### src/rtl/mem_arb_pkg.sv
// Shared types and helpers for the memory-port arbiter.
// Optional bus-lock feature is enabled by defining MEM_ARB_LOCK_EN.
package mem_arb_pkg;

  typedef enum logic [1:0] {
    IDLE   = 2'd0,
    ACCESS = 2'd1,
    RESP   = 2'd2
  } state_t;

  localparam int DEF_AW   = 6;
  localparam int DEF_DW   = 8;
  localparam int MAX_NREQ = 4;
  localparam int IDX_W    = 2;

  // Round-robin search: first requester with req set, starting at last+1 mod nreq.
  function automatic logic [MAX_NREQ-1:0] rr_search(
    input logic [MAX_NREQ-1:0] req,
    input logic [IDX_W-1:0]    last,
    input int                  nreq
  );
    logic [MAX_NREQ-1:0] grant;
    logic [IDX_W-1:0]    idx;
    grant = '0;
    for (int k = 1; k <= MAX_NREQ; k++) begin
      idx = IDX_W'((int'(last) + k) % nreq);
      if (k <= nreq && grant == '0 && req[idx]) grant[idx] = 1'b1;
    end
    return grant;
  endfunction

  function automatic logic [IDX_W-1:0] onehot_idx(input logic [MAX_NREQ-1:0] oh);
    logic [IDX_W-1:0] idx;
    idx = '0;
    for (int i = 0; i < MAX_NREQ; i++) begin
      if (oh[i]) idx = IDX_W'(i);
    end
    return idx;
  endfunction

endpackage

### src/rtl/rr_pick.sv
// Combinational round-robin picker: one-hot winner among req, searching
// from last_winner+1, plus a valid bit when any request is present.
module rr_pick
  import mem_arb_pkg::*;
#(
  parameter int NREQ = 2
) (
  input  logic [NREQ-1:0]  req,
  input  logic [IDX_W-1:0] last_winner,
  output logic [NREQ-1:0]  winner,
  output logic             valid
);

  logic [MAX_NREQ-1:0] req_ext;
  logic [MAX_NREQ-1:0] pick;

  always_comb begin
    req_ext           = '0;
    req_ext[NREQ-1:0] = req;
  end

  assign pick   = rr_search(req_ext, last_winner, NREQ);
  assign winner = pick[NREQ-1:0];
  assign valid  = |pick;

endmodule

### src/rtl/mem_arbiter.sv
// Round-robin arbiter owning a single memory port shared by NREQ masters.
// Define MEM_ARB_LOCK_EN to add the lock input and consecutive-grant counter.
module mem_arbiter
  import mem_arb_pkg::*;
#(
  parameter int NREQ     = 2,
  parameter int AW       = DEF_AW,
  parameter int DW       = DEF_DW
`ifdef MEM_ARB_LOCK_EN
  ,
  parameter int LOCK_MAX = 4
`endif
) (
  input  logic               clk,
  input  logic               reset,
  input  logic [NREQ-1:0]    req,
  input  logic [NREQ-1:0]    we,
  input  logic [NREQ*AW-1:0] addr,
  input  logic [NREQ*DW-1:0] wdata,
`ifdef MEM_ARB_LOCK_EN
  input  logic [NREQ-1:0]    lock,
`endif
  output logic [NREQ-1:0]    gnt,
  output logic [NREQ-1:0]    ack,
  output logic [DW-1:0]      rdata,
  output logic               busy,
  output logic [AW-1:0]      mem_addr,
  output logic               mem_read,
  output logic               mem_write,
  output logic [DW-1:0]      mem_wdata,
  input  logic [DW-1:0]      mem_rdata
);

  state_t              state;
  logic [IDX_W-1:0]    last_winner;
  logic [NREQ-1:0]     win_oh;
  logic                we_l;

  logic [NREQ-1:0]     pick_oh;
  logic                pick_valid;
  logic [NREQ-1:0]     next_oh;
  logic [MAX_NREQ-1:0] next_oh_ext;
  logic                next_valid;
  logic                relock;

  logic                sel_we;
  logic [AW-1:0]       sel_addr;
  logic [DW-1:0]       sel_wdata;

  rr_pick #(.NREQ(NREQ)) u_rr_pick (
    .req         (req),
    .last_winner (last_winner),
    .winner      (pick_oh),
    .valid       (pick_valid)
  );

`ifdef MEM_ARB_LOCK_EN
  localparam int CNT_W = $clog2(LOCK_MAX) + 1;
  logic [CNT_W-1:0] lock_cnt;

  // The current owner keeps the port while it holds lock and req, up to LOCK_MAX grants.
  assign relock = (state == RESP) && |(win_oh & lock & req) &&
                  (lock_cnt < CNT_W'(LOCK_MAX - 1));
`else
  assign relock = 1'b0;
`endif

  assign next_oh    = relock ? win_oh : pick_oh;
  assign next_valid = relock || pick_valid;

  // NOTE: every variable gets a default before the loop so no latch is inferred.
  always_comb begin
    sel_we                = 1'b0;
    sel_addr              = '0;
    sel_wdata             = '0;
    next_oh_ext           = '0;
    next_oh_ext[NREQ-1:0] = next_oh;
    for (int i = 0; i < NREQ; i++) begin
      if (next_oh[i]) begin
        sel_we    = we[i];
        sel_addr  = addr[i*AW +: AW];
        sel_wdata = wdata[i*DW +: DW];
      end
    end
  end

  // NOTE: all state uses non-blocking assignments so every register samples pre-edge values.
  always_ff @(posedge clk or negedge reset) begin
    if (!reset) begin
      state       <= IDLE;
      last_winner <= IDX_W'(NREQ - 1);
      win_oh      <= '0;
      we_l        <= 1'b0;
      gnt         <= '0;
      ack         <= '0;
      rdata       <= '0;
      busy        <= 1'b0;
      mem_addr    <= '0;
      mem_read    <= 1'b0;
      mem_write   <= 1'b0;
      mem_wdata   <= '0;
`ifdef MEM_ARB_LOCK_EN
      lock_cnt    <= '0;
`endif
    end else begin
      gnt       <= '0;
      ack       <= '0;
      mem_read  <= 1'b0;
      mem_write <= 1'b0;
      case (state)
        ACCESS: begin
          ack   <= win_oh;
          busy  <= 1'b1;
          state <= RESP;
          if (!we_l) rdata <= mem_rdata;
        end
        IDLE, RESP: begin
          if (next_valid) begin
            state       <= ACCESS;
            busy        <= 1'b1;
            win_oh      <= next_oh;
            last_winner <= onehot_idx(next_oh_ext);
            we_l        <= sel_we;
            gnt         <= next_oh;
            mem_addr    <= sel_addr;
            mem_wdata   <= sel_wdata;
            mem_read    <= !sel_we;
            mem_write   <= sel_we;
          end else begin
            state <= IDLE;
            busy  <= 1'b0;
          end
`ifdef MEM_ARB_LOCK_EN
          lock_cnt <= relock ? lock_cnt + 1'b1 : '0;
`endif
        end
        default: begin
          state <= IDLE;
          busy  <= 1'b0;
        end
      endcase
    end
  end

endmodule

### config.mk
export PLATFORM = sky130hd
export DESIGN_NAME = mem_arbiter
export DESIGN_NICKNAME = d
export VERILOG_FILES = /design/src/rtl/mem_arb_pkg.sv /design/src/rtl/rr_pick.sv /design/src/rtl/mem_arbiter.sv
export SDC_FILE = /design/constraint.sdc
export NUM_CORES = 1
export LEC_CHECK = 0
export BUFFER_PORTS_ARGS = -buffer_cell sky130_fd_sc_hd__buf_4
export CORE_ASPECT_RATIO = 1.5
export CORE_MARGIN = 4
export CORE_UTILIZATION = 44
export CTS_CLUSTER_DIAMETER = 200
export CTS_CLUSTER_SIZE = 16
export DETAILED_ROUTE_END_ITERATION = 10
export PLACE_DENSITY = 0.78
export SLEW_MARGIN = 10
export SYNTH_ARGS = -nofsm -noshare
export SYNTH_HDL_FRONTEND = slang
export SYNTH_SLANG_ARGS = --single-unit
### constraint.sdc
create_clock -name clk -period 1.8 [get_ports clk]
set_input_delay 0.18 -clock clk [delete_from_list [all_inputs] [get_ports clk]]
set_output_delay 0.18 -clock clk [all_outputs]
set_load 0.005 [all_outputs]
==> impl_results.md, run 1 <==
- Total length of routed wires: 3140 um
- Synth area leader: dfrtp_1
- Num CTS Buffers: 5
- Syn. warnings: 0
- Vias in the first global route: 1130
- Clock skew: 0.00168 ns
- H-Tree Depth: 2
- Sw Pwr: 0.000616 W
- CP Max Fanout: 15
- Leak pwr: 1.01 nW
- Initial Util: 46.6%
- Post-synth top cells: dfrtp_1 (34), and2_1 (17), a221o_1 (14)
- Routed wire length per instance: 14.5 um
- # Max-Cap Violations: 0
- CTS sink cnt: 35
- EDFF count, synth: 0
- GP Congestion: 0.665
- Largest net degree at the start of global routing: 36
- DP HPWL: 2490 um
- Status: finished clean
- Synth Flop Type: dfrtp_1
- Worst setup SP type: flop
- Width of the die: 53.6 um
- Arrival time worst endpoint: 1.65 ns
- Worst vdd ir: 0.670 mV
- Setup Viol. Count Final: 0
- Sw Ratio: 26.7%
- CTS tree: done
- HP Class: in2reg
- Post-DR vias/cell: 5.02
- Share of cells above drive strength 1: 48.6%
- R2r startpoint: state[0]
- GRT Residual Overflow: 0
- Critical Path Source: state[0]
- Worst setup margin: 0.365 ns
- RSZ-0062 raised after global routing: false
- Row Count: 24
- Tightest Pin Transition: 0.605 ns
- Final worst-path cycle share: 79.7%
- Final #Nets: 218
- Post-synthesis async set-or-reset flop share: 100%
- Gate Count Post-Synth: 100
- Clock latency on the worst-skew pair: 0.28 ns
- WP data required: 2.02 ns
- Pre-CTS WS: 0.352 ns
- #FFs+latches synth: 35
- DRC errors left: 0
- R2R Path End: mem_wdata[5]
- Maximum root-to-sink buffer count: 2
- WS Path Type: reg2reg
- Drt initial violations: 26
- Synthesized net count: 142
- R2r worst-path depth: 3
- TNS Setup: 0 ns
- R2r setup slk: 0.37 ns
- Via count: 1085
- Top cells by area, synth: dfrtp_1 (62%), a221o_1 (10%), and2_1 (7.8%)
- Flop pwr share: 47.9%
- Die height: 76.4 um
- ANT cells: 0
- Count of final max-slew check failures: 0
- Fillers: 242
- Mapped Area: 0.00137 sq mm
- Yosys top cell area share: 62.0%
- Final Util: 68.8%
- Fin. Hold Viols: 0
- Initial DRT Pass Iterations: 2
- Clk slew on worst S/H paths: 0.07 ns
- Crit. End Element: flop
- PortBufs: 70
- Ports: 71
- Seq/Total Area, Yosys: 64.0%
- Count leader, synth: dfrtp_1
- Slew HR: 59.6%
- Die area: 0.00409 sq mm
- Max Clk Rate: 0.697 GHz
- Post-route ant nets: 0
- Area Overhead vs Synth: 47.7%
- GRT Total Usage: 16.5%
- Initial antenna violation count: 0
- Clk pwr share: 22.4%
- Mapped Avg Cell Area: 13.7 sq um
- Pwr dens: 1140 mW/mm^2
- Comb power frac: 29.6%
- Int Pwr: 0.00169 W
- Final Critical Period: 1.43 ns
- Unique cell type count in the Yosys netlist: 19
- Root Driver: clkbuf_8
- Core area: 0.00294 sq mm
- Critical path endpoint: mem_wdata[5]
- First-pass GRT wire length: 5000 um
registers in the layout (all words and copies together) (netlist names), 2 cells and up:
signal     flops
mem_wdata      8
win_oh         2
gnt            2
state          2
mem_addr       6
ack            2
rdata          8
cells in the final DEF, fill, tap and decap left out:
cell type	instances
a221o_1	14
and2_1	17
and2b_1	1
buf_4	71
clkbuf_8	5
clkinv_2	3
dfrtp_1	34
dfstp_2	1
dlygate4sd3_1	1
inv_2	2
mux2_1	9
nand2_1	4
nand2b_1	3
nor2_1	1
nor2_2	2
nor2_4	1
nor2b_1	1
o21ai_0	2
o21ai_1	3
o21bai_2	1
o22ai_1	1
kinds of logic (layout without fill, tap and decap cells):
| logic type | count (synthesis) | after routing | share of synthesized area [%] |
|---|---|---|---|
| muxes | 9 | 9 | 7.39 |
| and+or+nand+nor | 30 | 30 | 13.2 |
| DFF | 35 | 35 | 64.0 |
| buffers and inverters | 5 | 82 | 2.10 |
| AOI/OAI and AO/OA | 21 | 21 | 13.3 |
stage by stage:
step                      cell area [sq um]  power, W  hold slack, ns  std cells
after floorplan                        1370   0.00139          -0.116        100
after global placement                 1930   0.00178           0.139        207
after detailed placement               1930   0.00182           0.146        207
after CTS                              2030   0.00234           0.109        216
after global routing                   2030   0.00246           0.103        216
final                                  2030   0.00231           0.114        216
layout make-up:
type	count	area [sq um]	area share, %
well taps	39	48.8	2.41
inverters	2	7.51	0.371
multi-input cells	60	465	23.0
clock inverters	3	15.0	0.741
repair buffers	72	543	26.8
clock buffers	5	68.8	3.40
flip-flops and latches	35	877	43.3
worst min-delay path by stage:
stage / end / depth (start not counted) / slack, ns / startpoint
after CTS: rdata[4] / 2 / 0.11 / mem_rdata[4]
after detailed placement: ack[0] / 1 / 0.15 / reset
after global routing: rdata[4] / 2 / 0.10 / mem_rdata[4]
after floorplan: ack[0] / 0 / -0.12 / reset
after global placement: ack[1] / 1 / 0.14 / reset
final: rdata[4] / 2 / 0.11 / mem_rdata[4]
layer usage:
| metal | track usage [%] | wire length [um] |
|---|---|---|
| met5 | 0 | 0 |
| met3 | 5.68 | 227 |
| met4 | 4.60 | 49 |
| met2 | 29.5 | 1790 |
| met1 | 17.4 | 1070 |
power groups by stage:
stage,clock network [W],registers (W),logic (W)
2_1_floorplan,0,0.00112,0.000267
3_3_place_gp,0,0.00111,0.000677
3_5_place_dp,0,0.00112,0.000702
4_1_cts,0.000532,0.00111,0.000704
5_1_grt,0.000575,0.00113,0.000752
6_report,0.000518,0.00111,0.000685
repair_timing:
| item | CTS | global route |
|---|---|---|
| hold endpoints to repair | 34 | 0 |
| hold buffers | 1 | 0 |
| gates resized for setup | 0 | 0 |
| setup buffers | 0 | 0 |
critical path: stages, from the launching register on:
cell and delay (ns):
dfrtp_1 0.41, nand2b_1 0.21, nor2_2 0.50, a221o_1 0.25
Power figures use the tool's default switching activity.
==> run 2: changes to the inputs <==
==> constraint.sdc (replaced) <==
create_clock -name clk -period 1.4 [get_ports clk]
set_input_delay 0.14 -clock clk [delete_from_list [all_inputs] [get_ports clk]]
set_output_delay 0.14 -clock clk [all_outputs]
set_load 0.005 [all_outputs]
==> run 2 against run 1 <==
  * Sequential share of layout area fell by 0.58 points
  * First-iteration DRC count rose by 15%
  * Clock-buffer cell count rose by 1
  * Die area did not move
  * Via count rose by 0.37%
  * Worst setup slack got worse by 0.29 ns
  * Critical path type unchanged
  * Combinational power rose by 33%
==> impl_results.md, run 2 (same netlist as run 1, synthesis figures left out) <==
- Status: finished clean
- Max Clk Rate: 0.758 GHz
- Int Pwr: 0.00220 W
- CTS sink cnt: 35
- Clk slew on worst S/H paths: 0.07 ns
- Count of final max-slew check failures: 0
- Clk pwr share: 22.4%
- Final worst-path cycle share: 94.3%
- Die height: 76.4 um
- CP top delay family: flip-flops
- GRT busiest layer: met2
- GRT Residual Overflow: 0
- Initial antenna violation count: 0
- Post-CTS Setup Bufs: 0
- DRC errors left: 0
- CP Max Fanout: 15
- Width of the die: 53.6 um
- Row Count: 24
- Arrival time worst endpoint: 1.48 ns
- Initial Util: 46.6%
- Post-route ant nets: 0
- Via count: 1089
- Final Critical Period: 1.32 ns
- Top flop regs: mem_wdata (8), rdata (8), mem_addr (6)
- # Max-Cap Violations: 0
- DP HPWL: 2610 um
- Crit. End Element: flop
- Sw Ratio: 26.8%
- Setup Viol. Count Final: 0
- Largest net degree at the start of global routing: 36
- Flop pwr share: 47.2%
- Met1 Track Usage GR: 19.6%
- Clock latency on the worst-skew pair: 0.27 ns
- WS Path Type: reg2reg
- Die area: 0.00409 sq mm
- WP data required: 1.56 ns
- Fin. Hold Viols: 0
- Ports: 71
- Worst Hold Depth: 2
- Share of cells above drive strength 1: 48.6%
- Initial DRT Pass Iterations: 4
- CTS tree: done
- Worst-path cell chain: and2b_1 -> nor2_2 -> buf_12 -> a221o_1
- Drt initial violations: 30
- GRT Total Usage: 18.3%
- Critical path depth: 4
- Pwr dens: 1460 mW/mm^2
- TNS Setup: 0 ns
- RSZ-0062 raised after global routing: false
- HP Class: in2reg
- Leak pwr: 1.01 nW
- Post-DR vias/cell: 5.04
- Worst vdd ir: 1.14 mV
- Core area: 0.00294 sq mm
- Clock skew: 0.00310 ns
- Sw Pwr: 0.000805 W
- Vias in the first global route: 1179
- Met2 GRT Util: 32.4%
- First-pass GRT wire length: 5470 um
- Critical Path Slowest Stage Cell: dfstp_2
- Most frequent cells in the layout: buf_4 (70), dfrtp_1 (34), and2_1 (16)
- ANT cells: 0
- Worst setup SP type: flop
- GP Congestion: 0.682
- PortBufs: 70
- Maximum root-to-sink buffer count: 2
- Total length of routed wires: 3310 um
- Most common cell after layout, fill and taps aside: buf_4
- Tightest Pin Transition: 0.413 ns
- Area Overhead vs Synth: 49.7%
- Root Driver: clkbuf_8
- Fillers: 234
- Comb power frac: 30.3%
- Met3 capacity usage during global routing: 5.28%
- Final Util: 69.8%
- R2r worst-path depth: 4
- Slew HR: 72.5%
- H-Tree Depth: 2
- Final #Nets: 218
- Num CTS Buffers: 5
- Worst Path Buf+Inv: 1
- Max incr delay on CP: 0.38 ns
- Routed wire length per instance: 15.3 um
[run 2: final cells by class]
| class | count | area, sq um | area share [%] |
|---|---|---|---|
| flip-flops and latches | 35 | 877 | 42.7 |
| inverters | 2 | 7.51 | 0.366 |
| multi-input cells | 60 | 479 | 23.3 |
| clock buffers | 6 | 72.6 | 3.53 |
| well taps | 39 | 48.8 | 2.38 |
| clock inverters | 2 | 12.5 | 0.609 |
| repair buffers | 72 | 556 | 27.1 |
[run 2: repair_timing]
| item | 4_1_cts | 5_1_grt |
|---|---|---|
| endpoints found under the setup margin | 14 | 15 |
| endpoints found under the hold margin | 34 | 0 |
| gates resized for setup | 1 | 2 |
| hold buffers | 1 | 0 |
[run 2: final timing paths]
path | start | end | slack (ns)
setup / recovery | last_winner[0] | mem_addr[5] | 0.08
hold / removal | mem_rdata[3] | rdata[3] | 0.08
setup reg to reg | last_winner[0] | mem_addr[5] | 0.08
hold reg to reg | rdata[3] | rdata[3] | 0.49
max in group asynchronous | reset | last_winner[0] | 0.73
min in group asynchronous | reset | mem_addr[0] | 0.34
[run 2: per-layer routing]
layer  part of all wire, %  wire length, um
met5                     0                0
met4                   2.2               74
met3                   7.3              240
met2                    57             1870
met1                    34             1120
[run 2: metrics by stage]
step	std cells	area, sq um	setup WS [ns]	power (W)	hold WS [ns]
2_1_floorplan	100	1370	0.0657	0.00178	-0.156
3_3_place_gp	207	1940	0.0204	0.00231	0.101
3_5_place_dp	207	1940	-0.0606	0.00236	0.104
6_report	216	2050	0.0801	0.00301	0.0831
4_1_cts	216	2040	0.0218	0.00305	0.0785
5_1_grt	216	2050	0.0141	0.00321	0.0781
[run 2: worst register-to-register path: cells and delay by family, from the launching register on]
family / cells / cell delay [ns]
buffers and inverters: 1 / 0.15
AO/OA/AOI/OAI: 1 / 0.35
flip-flops: 1 / 0.38
AND/OR/NAND/NOR: 2 / 0.33
[run 2: power groups by stage]
stage,Combinational (W),Clock [W],Sequential (W)
2_1_floorplan,0.000344,0,0.00144
3_3_place_gp,0.000883,0,0.00142
3_5_place_dp,0.000919,0,0.00144
4_1_cts,0.000928,0.000694,0.00143
5_1_grt,0.00101,0.000739,0.00146
6_report,0.000912,0.000675,0.00142
